**src/rtl/controlador_segmentos.sv**
```systemverilog
// Display sequencer for the 7-segment decoder: drives the state code (st) and
// the animation phase (freq), switching st only on frame boundaries.
module controlador_segmentos #(
    parameter int DIV        = 4,
    parameter int MIN_FRAMES = 1
) (
    input  logic       clk,
    input  logic       reset,
    input  logic       req_valid,
    input  logic [1:0] req_st,
    input  logic       req_force,
    output logic       req_ready,
    output logic [1:0] st,
    output logic [1:0] freq,
    output logic       frame_end,
    output logic       busy
);

    localparam int PW = (DIV > 1) ? $clog2(DIV) : 1;
    localparam int FW = $clog2(MIN_FRAMES + 1);
    localparam logic [PW-1:0] PRE_MAX    = PW'(DIV - 1);
    localparam logic [FW-1:0] FRAMES_MAX = FW'(MIN_FRAMES);

    logic [PW-1:0] pre_cnt;
    logic [FW-1:0] frames;
    logic          pend_valid;
    logic [1:0]    pend_st;
    logic          tick;
    logic          frames_met;
    logic          switch_ok;
    logic          force_req;
    logic          accept;

    assign tick       = (pre_cnt == PRE_MAX);
    assign frame_end  = tick && (freq == 2'd3);
    assign frames_met = ({1'b0, frames} + (FW+1)'(1)) >= {1'b0, FRAMES_MAX};
    assign switch_ok  = frame_end && pend_valid && frames_met;

    // Request handshake: a non-force request transfers on any cycle where
    // req_valid && req_ready; req_ready depends only on the pending register,
    // so the requester must hold req_st stable while req_valid is waiting.
    // A force request (req_valid && req_force) is taken unconditionally.
    assign force_req = req_valid && req_force;
    assign accept    = req_valid && !req_force && !pend_valid;
    assign req_ready = !pend_valid;
    assign busy      = pend_valid;

    always_ff @(posedge clk) begin
        if (reset) begin
            st         <= 2'd0;
            freq       <= 2'd0;
            pre_cnt    <= '0;
            pend_valid <= 1'b0;
            pend_st    <= 2'd0;
            frames     <= '0;
        end else if (force_req) begin
            st         <= req_st;
            freq       <= 2'd0;
            pre_cnt    <= '0;
            frames     <= '0;
            pend_valid <= 1'b0;
        end else if (switch_ok) begin
            // pend_valid was set, so no new request can be accepted here
            st         <= pend_st;
            freq       <= 2'd0;
            pre_cnt    <= '0;
            frames     <= '0;
            pend_valid <= 1'b0;
        end else begin
            pre_cnt <= tick ? '0 : pre_cnt + PW'(1);
            if (tick)
                freq <= freq + 2'd1;
            if (frame_end && (frames != FRAMES_MAX))
                frames <= frames + FW'(1);
            if (accept) begin
                pend_valid <= 1'b1;
                pend_st    <= req_st;
            end
        end
    end

endmodule

```
**config.mk**
```make
export PLATFORM = sky130hd
export DESIGN_NAME = controlador_segmentos
export DESIGN_NICKNAME = d
export VERILOG_FILES = /design/src/rtl/controlador_segmentos.sv
export SDC_FILE = /design/constraint.sdc
export NUM_CORES = 1
export LEC_CHECK = 0
export BUFFER_PORTS_ARGS = -buffer_cell sky130_fd_sc_hd__buf_2
export CAP_MARGIN = 40
export CORE_AREA = 4 4 41 43
export DETAILED_ROUTE_END_ITERATION = 12
export DIE_AREA = 0 0 45 47
export GPL_TIMING_DRIVEN = 0
export PLACE_DENSITY = 0.58
export SLEW_MARGIN = 15
export SYNTH_ARGS = -nofsm -noshare
export SYNTH_HDL_FRONTEND = slang
export SYNTH_SLANG_ARGS = --single-unit
```
**constraint.sdc**
```tcl
create_clock -name clk -period 1.22 [get_ports clk]
set_input_delay 0.061 -clock clk [delete_from_list [all_inputs] [get_ports clk]]
set_output_delay 0.061 -clock clk [all_outputs]
set_load 0.01 [all_outputs]
```
After elaboration in Yosys (flattened, before gate mapping). Cells that the tools add are included.

Register bits after elaboration: 10. Bits of input ports: 6. Word-level logic and storage cells: 31.

$add $sub $neg: 4. Order comparisons: 1. Equality and inequality tests: 2. Muxes and demuxes: 2. Bitwise gates (word level): 3. Reduce and logical (&&, ||, !) cells: 13.

Operators with widths (number): $logic_and A1 B1 Y1 (7); $add A2 B1 Y2 const B (2); $eq A2 B2 Y1 const B (2); $mux W2 (2); $reduce_or A4 Y1 (1); $not A1 Y1 (3); $reduce_and A3 Y1 (1); $reduce_or A3 Y1 (1); $add A1 B1 Y2 const B (1); $ge A2 B1 Y1 const B (1); $logic_not A1 Y1 (2); $reduce_bool A2 Y1 (1); $add A1 B1 Y1 const B (1).

Logic depth before layout (Yosys ltp).
Depth in word-level cells: 6. Depth in mapped cells: 4. Depth with buffers taken out: 4.

Least setup slack after synthesis. No wires, ideal clock.

Kind: register to register. Start: register pre_cnt[0]. End: register st[0]. Library setup time: 86 ps. Arrival time: 1031 ps. Data required time: 1134 ps. Path slack: 104 ps. Stages on the path, launching flop included: 5. Path buffers: 0. Clock period less this slack: 1116 ps. Path through: dfxtp_1 > ha_1 > nand3_2 > mux2i_1 > a211oi_1.

Longest elaborated chain between the ends: 5.

RTL lines: start, declared (RTL line 24) `logic [PW-1:0] pre_cnt;`; start signal, assigned (RTL line 70) `pre_cnt <= tick ? '0 : pre_cnt + PW'(1);`; $eq A2 B2 Y1 (RTL line 34) `assign tick = (pre_cnt == PRE_MAX);`; $logic_and A1 B1 Y1 (RTL line 35) `assign frame_end = tick && (freq == 2'd3);`; $logic_and A1 B1 Y1 (2 in a row) (RTL line 37) `assign switch_ok = frame_end && pend_valid && frames_met;`; $reduce_bool A2 Y1 (no source line); end signal, assigned (RTL line 57) `st <= req_st;`; end signal, assigned (RTL line 64) `st <= pend_st;`; end, declared (RTL line 13) `output logic [1:0] st,`.

Every way passes these cells. A chain may end at the register's enable or synchronous reset.

Final worst setup path.
Start: register freq[0]. End: output frame_end.

Longest elaborated chain between the ends: 2.

RTL lines: start, declared (RTL line 14) `output logic [1:0] freq,`; start signal, assigned (RTL line 72) `freq <= freq + 2'd1;`; $eq A2 B2 Y1 (RTL line 35); $logic_and A1 B1 Y1 (RTL line 35); end, declared (RTL line 15) `output logic frame_end,`.

Every way passes these cells.

==> metrics.md <==
| Metric | Value |
|---|---|
| Status | `completed` |
| Crit path required time | `1.16 ns` |
| Vias in the first global route | `250` |
| H-tree depth | `1` |
| Main synth FF type | `dfxtp_1` |
| Die footprint | `2120 um2` |
| Syn Std Cell Area | `369 um2` |
| DP Worst Slack | `0.00172 ns` |
| Post-Route Utilization | `38.2%` |
| Worst-case clock skew | `0.00150 ns` |
| Via-per-instance ratio | `4.36` |
| Total power | `0.000618 W` |
| Min Tclk post-route | `1.15 ns` |
| CTS tree | `built` |
| Clock Latency Late Sink | `0.26 ns` |
| Warnings, synthesis | `0` |
| Worst path bufs/invs | `1` |
| HP Class | `primary input to flop` |
| Count leader, synth | `dfxtp_1` |
| Drt initial violations | `9` |
| CTS Buf Count | `3` |
| Cells after Synth | `35` |
| GRT overflow | `0` |
| Num Clock Sinks | `9` |
| Final period util | `94.3%` |
| Largest net degree at the start of global routing | `7` |
| Share of the synthesized area in the top cell type | `48.8%` |
| Initial core utilization | `28.4%` |
| Initial antenna violation count | `0` |
| Number of diodes | `0` |
| Mean Syn Cell Area | `10.5 um2` |
| CTS Hold Bufs | `0` |
| Cell Pwr Density | `1240 nW/um2` |
| Post-synth EDFFs | `0` |
| ANT nets after route | `0` |
| Cell class contributing the biggest share of worst-path delay | `flip-flops` |
| Static Leakage | `0.227 nW` |
| CP Launch Type | `flop` |
| WL/cell | `10.6 um` |
| Cell type with the highest aggregate area in the netlist | `dfxtp_1` |
| Total Wirelength | `698 um` |
| Post-synthesis sequential area ratio | `48.8%` |
| Critical path endpoint category | `output pin` |
| PortBufs | `12` |
| PnR worst setup slack | `0.0694 ns` |
| Commonest cells post-synth | `9 x dfxtp_1, 6 x nor2_1, 5 x mux2i_1, 2 x a211oi_1, 2 x ha_1` |
| Critical path fanouts, max | `3` |
| Via count | `288` |
| Setup Viol. Count Final | `0` |
| Peak supply drop | `0.000547 V` |
| Clk root buf | `clkbuf_4` |
| # DRC | `0` |
| Final hold vios | `0` |
| Share of synthesized flip-flops with an asynchronous set or reset | `0%` |
| Synth unique cells | `16` |
| Worst-Margin Slew | `0.261 ns` |
| DP HPWL | `500 um` |
| Max-cap violations | `0` |
| Core area | `1300 um2` |
| Layout area overhead | `34.6%` |
| First-pass GRT wire length | `1060 um` |
| Final Net Count | `60` |
| Site Rows | `13` |
| Synth Net Count | `43` |
| Post-CTS setup buffers | `0` |
| Num ports | `13` |
| 1st-pass router iterations | `3` |
| Max incr delay on CP | `0.33 ns` |
| Die Height | `47 um` |
| Clock-pin slew on the worst setup and hold paths | `0.06 ns` |
| CTS max path bufs | `2` |
| GPL Wtd Cong | `0.651` |
| TNS Setup | `0 ns` |
| Worst Path Class, Setup | `flop to output pin` |
| F_max | `0.869 GHz` |
| Slew headroom | `82.5%` |
| Synthesis-stage register bit count | `9` |
| Worst-path cell chain | `ha_1 -> and2_1 -> buf_2` |
| Critical path arrival | `1.09 ns` |
| Final Max Tran Viols | `0` |
| Fillers | `145` |
| Layout cells sized above 1 | `39.2%` |
| Chip width | `45 um` |
| Critical path's slowest cell | `dfxtp_1` |
| Total Routing Usage GR | `8.02%` |
| Top post-synthesis cells by area | `dfxtp_1 49%, mux2i_1 14%, ha_1 6.8%, nor2_1 6.1%, a211oi_1 4.1%` |
registers in the layout (all words and copies together), names as in the netlist:
| name | count |
|---|---|
| pend_st | 2 |
| freq | 2 |
| st | 2 |
| busy | 1 |
| pre_cnt | 2 |
cells in the final DEF, fill, tap and decap left out:
cell type	Yosys	final
ha_4	0	1
xnor2_1	1	1
clkbuf_4	0	3
ha_1	2	1
nand3_2	1	1
clkbuf_1	0	1
dfxtp_1	9	9
buf_2	0	12
a211oi_2	0	1
nor3_1	1	1
nand3b_1	1	1
nand2b_1	1	1
nand2_1	1	1
nor3b_2	1	2
mux2i_1	5	5
a211oi_1	2	1
a21oi_1	1	1
nor2_1	6	6
and2_1	1	1
inv_1	1	1
cells by family (layout without fill, tap and decap cells):
family | Yosys count | in the layout | synth area share (%)
AO/OA/AOI/OAI | 3 | 3 | 5.42
XOR/XNOR | 1 | 1 | 2.37
buffers and inverters | 1 | 17 | 1.02
flip-flops | 9 | 9 | 48.8
AND/OR/NAND/NOR | 14 | 14 | 22.0
adder cells (fa/ha/maj) | 2 | 2 | 6.78
multiplexers | 5 | 5 | 13.6
report_power, final:
part | switching (W) | total (W) | internal (W)
Combinational | 0.0000333 | 0.0000685 | 0.0000352
Sequential | 0.0000125 | 0.000323 | 0.000310
Clock | 0.000100 | 0.000226 | 0.000126
layout make-up:
class | instances | area, um2 | area share [%]
sequential | 9 | 180 | 36.3
multi-input combinational | 25 | 208 | 41.8
clock buffer | 4 | 26.3 | 5.29
inverter | 1 | 3.75 | 0.756
timing repair buffer | 12 | 60.1 | 12.1
tap | 15 | 18.8 | 3.78
through the flow:
stage	instances	area (um2)	hold slack, ns
floorplan	35	369	0.133
detailed placement	62	448	0.292
global route	66	497	0.0156
CTS	66	477	0.00837
finish	66	497	0.0210
global placement	62	448	0.292
path summary, 6_finish.rpt:
check        cells after the start        from    endpoint  slack [ns]
max                              3     freq[0]   frame_end        0.07
min                              2       reset       st[0]        0.02
max reg2reg                      4  pre_cnt[0]       st[0]        0.08
min reg2reg                      1  pre_cnt[0]  pre_cnt[0]        0.50
metal layers:
layer	wire length (um)	GRT usage (%)
met5	0	0
met4	0	8.77
met3	47	5.75
met2	314	9.04
met1	336	8.99
repair_timing:
item                                    in CTS  in global routing
resized for setup                            1                  3
pin swaps                                    0                  3
endpoints found under the setup margin       4                  5
Note: power is estimated with default switching activity, not from simulation.
